**src/rtl/prefetch_unit_if.sv**
```systemverilog
// prefetch_unit_if: redirect, instruction-delivery and instruction-memory
// handshake signals of the prefetch stage.
// master = prefetch unit side, slave = core / instruction memory side.
interface prefetch_unit_if;
  logic        redirect;
  logic [31:0] redirect_addr;
  logic        instr_ready;
  logic [31:0] instr;
  logic [31:0] instr_pc;
  logic        instr_valid;
  logic        imem_req;
  logic [31:0] imem_addr;
  logic        imem_gnt;
  logic        imem_rvalid;
  logic [31:0] imem_rdata;

  modport master (
    input  redirect, redirect_addr, instr_ready, imem_gnt, imem_rvalid, imem_rdata,
    output instr, instr_pc, instr_valid, imem_req, imem_addr
  );

  modport slave (
    output redirect, redirect_addr, instr_ready, imem_gnt, imem_rvalid, imem_rdata,
    input  instr, instr_pc, instr_valid, imem_req, imem_addr
  );
endinterface

```
**src/rtl/prefetch_unit.sv**
```systemverilog
// prefetch_unit: sequential instruction prefetcher with a DEPTH-entry
// in-order queue. Requests are limited so that queued entries plus
// outstanding requests never exceed DEPTH, which guarantees room for every
// returning word. A redirect flushes the queue; responses that were granted
// before the redirect are counted as stale and dropped while in DRAIN.
// Optional feature macro: PREFETCH_BYPASS_EN (a response arriving at an
// empty queue is presented combinationally in the same cycle).
module prefetch_unit #(
  parameter int unsigned DEPTH    = 4,
  parameter logic [31:0] RESET_PC = 32'h0000_0000
) (
  input logic             clk,
  input logic             reset,
  prefetch_unit_if.master bus
);

  localparam int unsigned   AW       = $clog2(DEPTH);
  localparam int unsigned   CW       = AW + 1;
  localparam logic [CW-1:0] CNT_ZERO = CW'(1'b0);
  localparam logic [CW-1:0] CNT_ONE  = CW'(1'b1);
  localparam logic [AW-1:0] PTR_ZERO = AW'(1'b0);
  localparam logic [AW-1:0] PTR_ONE  = AW'(1'b1);
  localparam logic [CW:0]   DEPTH_W  = DEPTH[CW:0];

  typedef enum logic [0:0] {
    ST_FETCH = 1'b0,
    ST_DRAIN = 1'b1
  } state_t;

  state_t        state_r;
  state_t        state_n_s;
  logic [31:0]   fetch_addr_r;
  logic [31:0]   fetch_addr_n_s;
  logic [31:0]   resp_addr_r;     // address of the next non-stale response
  logic [31:0]   resp_addr_n_s;
  logic [CW-1:0] count_r;
  logic [CW-1:0] count_n_s;
  logic [CW-1:0] outstanding_r;
  logic [CW-1:0] outstanding_n_s;
  logic [CW-1:0] stale_r;
  logic [CW-1:0] stale_n_s;
  logic [AW-1:0] rd_ptr_r;
  logic [AW-1:0] rd_ptr_n_s;
  logic [AW-1:0] wr_ptr_r;
  logic [AW-1:0] wr_ptr_n_s;
  logic          req_ok_r;
  logic          req_ok_n_s;
  logic          instr_valid_r;
  logic [CW:0]   occupancy_n_s;
  logic [31:0]   redirect_target_s;
  logic [31:0]   q_data_r [DEPTH];
  logic [31:0]   q_pc_r   [DEPTH];

  logic grant_s;
  logic rvalid_any_s;
  logic rvalid_new_s;
  logic rvalid_stale_s;
  logic bypass_s;
  logic push_s;
  logic pop_s;

  // Classify this cycle's handshake events; stale responses always precede new ones.
  always_comb begin
    grant_s        = bus.imem_req & bus.imem_gnt;
    rvalid_stale_s = bus.imem_rvalid & (stale_r != CNT_ZERO);
    rvalid_new_s   = bus.imem_rvalid & (stale_r == CNT_ZERO) & (outstanding_r != CNT_ZERO);
    rvalid_any_s   = rvalid_stale_s | rvalid_new_s;
`ifdef PREFETCH_BYPASS_EN
    bypass_s       = rvalid_new_s & ~bus.redirect & (count_r == CNT_ZERO);
`else
    bypass_s       = 1'b0;
`endif
    push_s         = rvalid_new_s & ~bus.redirect & ~(bypass_s & bus.instr_ready);
    pop_s          = (count_r != CNT_ZERO) & bus.instr_ready & ~bus.redirect;
  end

  // Next fetch/response pointers, counters, queue pointers, FSM state and request enable.
  always_comb begin
    redirect_target_s = bus.redirect_addr & 32'hFFFF_FFFC;
    fetch_addr_n_s    = fetch_addr_r;
    resp_addr_n_s     = resp_addr_r;
    count_n_s         = count_r;
    outstanding_n_s   = outstanding_r;
    stale_n_s         = stale_r;
    rd_ptr_n_s        = rd_ptr_r;
    wr_ptr_n_s        = wr_ptr_r;
    if (bus.redirect) begin
      // In-flight new requests become stale; a response in this cycle is dropped.
      fetch_addr_n_s  = redirect_target_s;
      resp_addr_n_s   = redirect_target_s;
      count_n_s       = CNT_ZERO;
      outstanding_n_s = CNT_ZERO;
      stale_n_s       = stale_r + outstanding_r - (rvalid_any_s ? CNT_ONE : CNT_ZERO);
      rd_ptr_n_s      = PTR_ZERO;
      wr_ptr_n_s      = PTR_ZERO;
    end else begin
      fetch_addr_n_s  = fetch_addr_r + (grant_s ? 32'd4 : 32'd0);
      resp_addr_n_s   = resp_addr_r + (rvalid_new_s ? 32'd4 : 32'd0);
      count_n_s       = count_r + (push_s ? CNT_ONE : CNT_ZERO) - (pop_s ? CNT_ONE : CNT_ZERO);
      outstanding_n_s = outstanding_r + (grant_s ? CNT_ONE : CNT_ZERO)
                        - (rvalid_new_s ? CNT_ONE : CNT_ZERO);
      stale_n_s       = stale_r - (rvalid_stale_s ? CNT_ONE : CNT_ZERO);
      rd_ptr_n_s      = rd_ptr_r + (pop_s ? PTR_ONE : PTR_ZERO);
      wr_ptr_n_s      = wr_ptr_r + (push_s ? PTR_ONE : PTR_ZERO);
    end

    case (state_r)
      ST_FETCH: begin
        if (stale_n_s != CNT_ZERO) begin
          state_n_s = ST_DRAIN;
        end else begin
          state_n_s = ST_FETCH;
        end
      end
      ST_DRAIN: begin
        if (stale_n_s == CNT_ZERO) begin
          state_n_s = ST_FETCH;
        end else begin
          state_n_s = ST_DRAIN;
        end
      end
      default: begin
        state_n_s = ST_FETCH;
      end
    endcase

    // Request only while the queue plus in-flight words leave room for one more.
    occupancy_n_s = {1'b0, count_n_s} + {1'b0, outstanding_n_s};
    req_ok_n_s    = (state_n_s == ST_FETCH) && (occupancy_n_s < DEPTH_W);
  end

  // State, counter and queue registers.
  always_ff @(posedge clk or negedge reset) begin
    if (!reset) begin
      state_r       <= ST_FETCH;
      fetch_addr_r  <= RESET_PC;
      resp_addr_r   <= RESET_PC;
      count_r       <= CNT_ZERO;
      outstanding_r <= CNT_ZERO;
      stale_r       <= CNT_ZERO;
      rd_ptr_r      <= PTR_ZERO;
      wr_ptr_r      <= PTR_ZERO;
      req_ok_r      <= 1'b0;
      instr_valid_r <= 1'b0;
      for (int i = 0; i < DEPTH; i++) begin
        q_data_r[i] <= 32'h0000_0000;
        q_pc_r[i]   <= 32'h0000_0000;
      end
    end else begin
      state_r       <= state_n_s;
      fetch_addr_r  <= fetch_addr_n_s;
      resp_addr_r   <= resp_addr_n_s;
      count_r       <= count_n_s;
      outstanding_r <= outstanding_n_s;
      stale_r       <= stale_n_s;
      rd_ptr_r      <= rd_ptr_n_s;
      wr_ptr_r      <= wr_ptr_n_s;
      req_ok_r      <= req_ok_n_s;
      instr_valid_r <= (count_n_s != CNT_ZERO);
      if (push_s) begin
        q_data_r[wr_ptr_r] <= bus.imem_rdata;
        q_pc_r[wr_ptr_r]   <= resp_addr_r;
      end
    end
  end

  // Present the queue head, or the live response when it bypasses an empty queue.
  always_comb begin
    if (bypass_s) begin
      bus.instr       = bus.imem_rdata;
      bus.instr_pc    = resp_addr_r;
      bus.instr_valid = 1'b1;
    end else begin
      bus.instr       = q_data_r[rd_ptr_r];
      bus.instr_pc    = q_pc_r[rd_ptr_r];
      bus.instr_valid = instr_valid_r;
    end
  end

  // A redirect suppresses the request in the same cycle, so no grant can race it.
  assign bus.imem_req  = req_ok_r & ~bus.redirect;
  assign bus.imem_addr = fetch_addr_r;

endmodule
```
**src/flat_wrapper.sv**
```systemverilog
// flat-port wrapper written by rule: the top's interface ports become plain ports
module prefetch_unit_flat 
#(
  parameter int unsigned DEPTH    = 4,
  parameter logic [31:0] RESET_PC = 32'h0000_0000
)
  (clk, reset, bus_redirect, bus_redirect_addr, bus_instr_ready, bus_imem_gnt, bus_imem_rvalid, bus_imem_rdata, bus_instr, bus_instr_pc, bus_instr_valid, bus_imem_req, bus_imem_addr);
  prefetch_unit_if bus_i ();
  input logic clk;
  input logic reset;
  input wire logic [$bits(bus_i.redirect)-1:0] bus_redirect;
  input wire logic [$bits(bus_i.redirect_addr)-1:0] bus_redirect_addr;
  input wire logic [$bits(bus_i.instr_ready)-1:0] bus_instr_ready;
  input wire logic [$bits(bus_i.imem_gnt)-1:0] bus_imem_gnt;
  input wire logic [$bits(bus_i.imem_rvalid)-1:0] bus_imem_rvalid;
  input wire logic [$bits(bus_i.imem_rdata)-1:0] bus_imem_rdata;
  output wire logic [$bits(bus_i.instr)-1:0] bus_instr;
  output wire logic [$bits(bus_i.instr_pc)-1:0] bus_instr_pc;
  output wire logic [$bits(bus_i.instr_valid)-1:0] bus_instr_valid;
  output wire logic [$bits(bus_i.imem_req)-1:0] bus_imem_req;
  output wire logic [$bits(bus_i.imem_addr)-1:0] bus_imem_addr;
  assign bus_i.redirect = bus_redirect;
  assign bus_i.redirect_addr = bus_redirect_addr;
  assign bus_i.instr_ready = bus_instr_ready;
  assign bus_i.imem_gnt = bus_imem_gnt;
  assign bus_i.imem_rvalid = bus_imem_rvalid;
  assign bus_i.imem_rdata = bus_imem_rdata;
  assign bus_instr = bus_i.instr;
  assign bus_instr_pc = bus_i.instr_pc;
  assign bus_instr_valid = bus_i.instr_valid;
  assign bus_imem_req = bus_i.imem_req;
  assign bus_imem_addr = bus_i.imem_addr;
  prefetch_unit #(.DEPTH(DEPTH), .RESET_PC(RESET_PC)) u_core (.clk(clk), .reset(reset), .bus(bus_i));
endmodule
```
**config.mk**
```make
export PLATFORM = sky130hd
export DESIGN_NAME = prefetch_unit_flat
export DESIGN_NICKNAME = d
export VERILOG_FILES = /design/src/rtl/prefetch_unit_if.sv /design/src/rtl/prefetch_unit.sv /design/src/flat_wrapper.sv
export SDC_FILE = /design/constraint.sdc
export NUM_CORES = 1
export LEC_CHECK = 0
export ABC_AREA = 1
export BUFFER_PORTS_ARGS = -buffer_cell sky130_fd_sc_hd__buf_4
export CORE_ASPECT_RATIO = 0.6
export CORE_UTILIZATION = 40
export DETAILED_ROUTE_END_ITERATION = 10
export PLACE_DENSITY = 0.64
export SLEW_MARGIN = 0
export SYNTH_ARGS = -nofsm -noshare
export SYNTH_HDL_FRONTEND = slang
export SYNTH_SLANG_ARGS = --single-unit
```
**constraint.sdc**
```tcl
create_clock -name clk -period 3.75 [get_ports clk]
set_input_delay 0 -clock clk [delete_from_list [all_inputs] [get_ports clk]]
set_output_delay 0 -clock clk [all_outputs]
set_load 0.02 [all_outputs]
```
==> results.py <==
metrics = {
    "yosys": {
        "synth_compound_area_share_pct": 17.5,
        "async_reset_ff_share_pct": 100,
        "synthMuxAreaShare_pct": 0,
        "synthesis.area_um2": 15500,
        "synth_xor_area_share_pct": 1.02,
        "syn_inst": 1892,
        "ys_seq_area_share_pct": 52.3,
        "yosys-top-cells-count": "nand2_1, dfrtp_1, o21ai_1, nor2_1, o21ai_0",
        "synth-main-ff-cell": "dfrtp_1",
        "synth-simple-area-share_pct": 20.0,
        "ys_types": 36,
        "ys_ff_latch": 323,
        "synth_top_area_share_pct": 52.3,
        "synth_top_cell_by_area": "dfrtp_1",
        "yosysMostFrequentCell": "nand2_1",
        "synth-warning-count": 0,
        "synth_top_family_by_area": "simple AND/OR/NAND/NOR gates",
        "synth_fa_ha_area_share_pct": 1.60,
        "synthTopCellsByArea": "dfrtp_1, nand2_1, o21ai_1, o21ai_0, nor2_1",
        "synth_edf_count": 0,
        "syn_area_per_cell_um2": 8.17,
    },
    "global_route": {
        "grt_pass1_vias": 12687,
        "gr-total-overflow": 0,
        "grtUsageTotal_pct": 22.1,
        "antenna_found_initial": 0,
        "grt_pass1_wl_mm": 70.5,
        "grt_max_degree": 106,
    },
    "timing": {
        "period_needed_ns": 3.08,
        "finalSetupTns_ns": 0,
        "rsz0062_at_grt": "no",
        "relSlewSlack_pct": 39.6,
        "hold_viol_final": 0,
        "min_period_over_period_pct": 82.2,
        "hold_ws_ns": 0.0235,
        "setup_viol": 0,
        "skew_ns": 0.0153,
        "slew_violations": 0,
        "max_clock_freq_mhz": 324,
        "tightest_slew_ns": 0.899,
    },
    "floorplanning": {
        "coreArea_um2": 37800,
        "start_util_pct": 40.8,
        "die_w_um": 256,
        "core.rowCount": 55,
        "dieArea_um2": 39500,
        "io-pin-count": 168,
        "fp.dieH_um": 154,
    },
    "cells_and_area": {
        "nets": 2158,
        "drive_gt1_share_pct": 12.3,
        "fill_cells": 3681,
        "antenna_cells": 0,
        "synthToLayoutAreaGrowth_pct": 20.8,
    },
    "setup_path": {
        "critPathKind": "flop to flop",
        "slowest_delay_ns": 0.41,
        "critPathMaxFanout": 3,
        "regToRegEndpoint": "u_core.req_ok_r",
        "worstPathArrival_ns": 3.52,
        "crit_slowest_cell": "dfrtp_1",
        "regToRegStartpoint": "u_core.count_r[1]",
        "reg2reg_setup_slack_ns": 0.67,
        "end_kind": "flop",
        "ff2ff_path_depth": 15,
        "crit_path_start_kind": "flop",
        "cp.required_ns": 4.19,
        "crit_chain": "or2_2 > o21ai_0 > nor2_1 > ha_1 > inv_1 > ha_1 > inv_1 > fa_1 > inv_1 > o21ai_0 > a21oi_1 > ha_1 > nor4_1 > nand2_1 > nor2_1",
    },
    "clocking": {
        "cts_setup_buffers": 0,
        "cts_resized": 0,
        "cts.sinks": 323,
        "postCtsHoldBufs": 65,
        "clk_pin_slew_ns": 0.06,
        "cts_tree": "yes",
        "clockRootBuffer": "clkbuf_16",
        "htree_levels": 2,
        "clockBufferDepth": 3,
        "cts_buffers": 34,
        "clkLatencyLatePin_ns": 0.52,
    },
    "routing": {
        "ant_nets": 0,
        "route.detailed.drc": 0,
        "num_vias": 13402,
        "post_drt_wl_per_cell_um": 16.7,
        "first_pass_iters": 6,
        "drt-total-wl_mm": 43.5,
        "vias_per_cell": 5.14,
        "drt_iter0_drc": 1265,
    },
    "worst_hold_path": {
        "hold_start": "bus_imem_gnt",
        "hp-class": "primary input to flop",
        "min_path_cells": 5,
        "whs_endpoint": "u_core.bus.imem_addr[2]",
    },
    "power_and_ir_drop": {
        "p_total_mw": 9.98,
        "vdd_drop_max_uv": 303,
        "powerDensity_nw_per_um2": 534,
        "power.static_leakage_nw": 8.96,
    },
    "outcome": {
        "status": "complete, no violations",
    },
    "placement": {
        "port_buffers": 161,
        "place_congestion": 0.975,
        "dpl.hpwl_mm": 28.6,
    },
    "job": {
        "drv_cap": 0,
    },
}
==> area by class of cell <==
cell class | count | area, um^2 | share of cell area, %
Tap cell | 513 | 642 | 3.44
Inverter | 142 | 534 | 2.86
Timing Repair Buffer | 248 | 2120 | 11.3
Clock inverter | 8 | 71.3 | 0.382
Clock buffer | 50 | 1010 | 5.43
Sequential cell | 323 | 8090 | 43.3
Multi-Input combinational cell | 1321 | 6210 | 33.2
==> kinds of logic after synthesis <==
group / count (synthesis)
adders and majority gates: 18
xor gates and xnor gates: 18
DFF: 323
buffers and inverters: 251
and+or+nand+nor: 766
AOI/OAI and AO/OA: 515
other: 1
==> critical path, delay by kind of cell (launching register included) <==
kind / cells / cell delay, ns
simple gates: 5 / 0.87
flops: 1 / 0.41
compound gates: 3 / 0.49
fa+ha+maj: 4 / 1.06
buf+inv: 3 / 0.19
==> per-stage QoR <==
step	area, um^2	cells	setup WS [ns]	utilization (%)
floorplan	15500	1895	0.965	-
global placement	16900	2482	0.689	44.8
detailed placement	16900	2482	0.667	44.8
CTS	18700	2605	0.666	49.3
global route	18700	2605	0.276	49.3
finish	18700	2605	0.668	49.3
==> placed cells by master, fill, tap and decap left out, drive strengths merged, types with 15 or more instances in the layout <==
cell           n
nand2        467
o21ai        432
dfrtp        323
nor2         221
buf          183
inv          141
o22ai         68
dlygate4sd3   65
clkbuf        50
nand3         42
nor3          16
ha            15
==> registers in the layout, summed over array words and instances, names as in the netlist, 2 cells and up <==
register	flops
u_core.stale_r	3
u_core.outstanding_r	3
u_core.count_r	3
u_core.rd_ptr_r	2
u_core.q_data_r	128
u_core.resp_addr_r	30
u_core.bus.imem_addr	30
u_core.q_pc_r	120
u_core.wr_ptr_r	2
==> power breakdown <==
part / internal, mW / switching, mW / total [mW]
sequential: 3.75 / 0.195 / 3.95
combinational: 1.04 / 1.67 / 2.71
clock: 1.95 / 1.38 / 3.33
==> worst max path at each step <==
stage / slack [ns] / to / from / depth (start not counted)
after floorplan: 0.97 / u_core.req_ok_r / u_core.count_r[1] / 15
after global placement: 0.69 / u_core.req_ok_r / u_core.count_r[1] / 15
after detailed placement: 0.67 / u_core.req_ok_r / u_core.count_r[1] / 15
after CTS: 0.67 / u_core.req_ok_r / u_core.count_r[1] / 15
after global routing: 0.28 / u_core.req_ok_r / u_core.count_r[1] / 15
final: 0.67 / u_core.req_ok_r / u_core.count_r[1] / 15
==> per-layer routing <==
metal,vias to the layer above,global-route usage (%),share of wire (%)
li1,6545,-,-
met1,6464,33.2,49
met2,356,32.3,43
met3,37,5.70,7.4
met4,0,3.93,0.95
met5,-,0,0
Note: power is estimated with default switching activity, not from simulation.
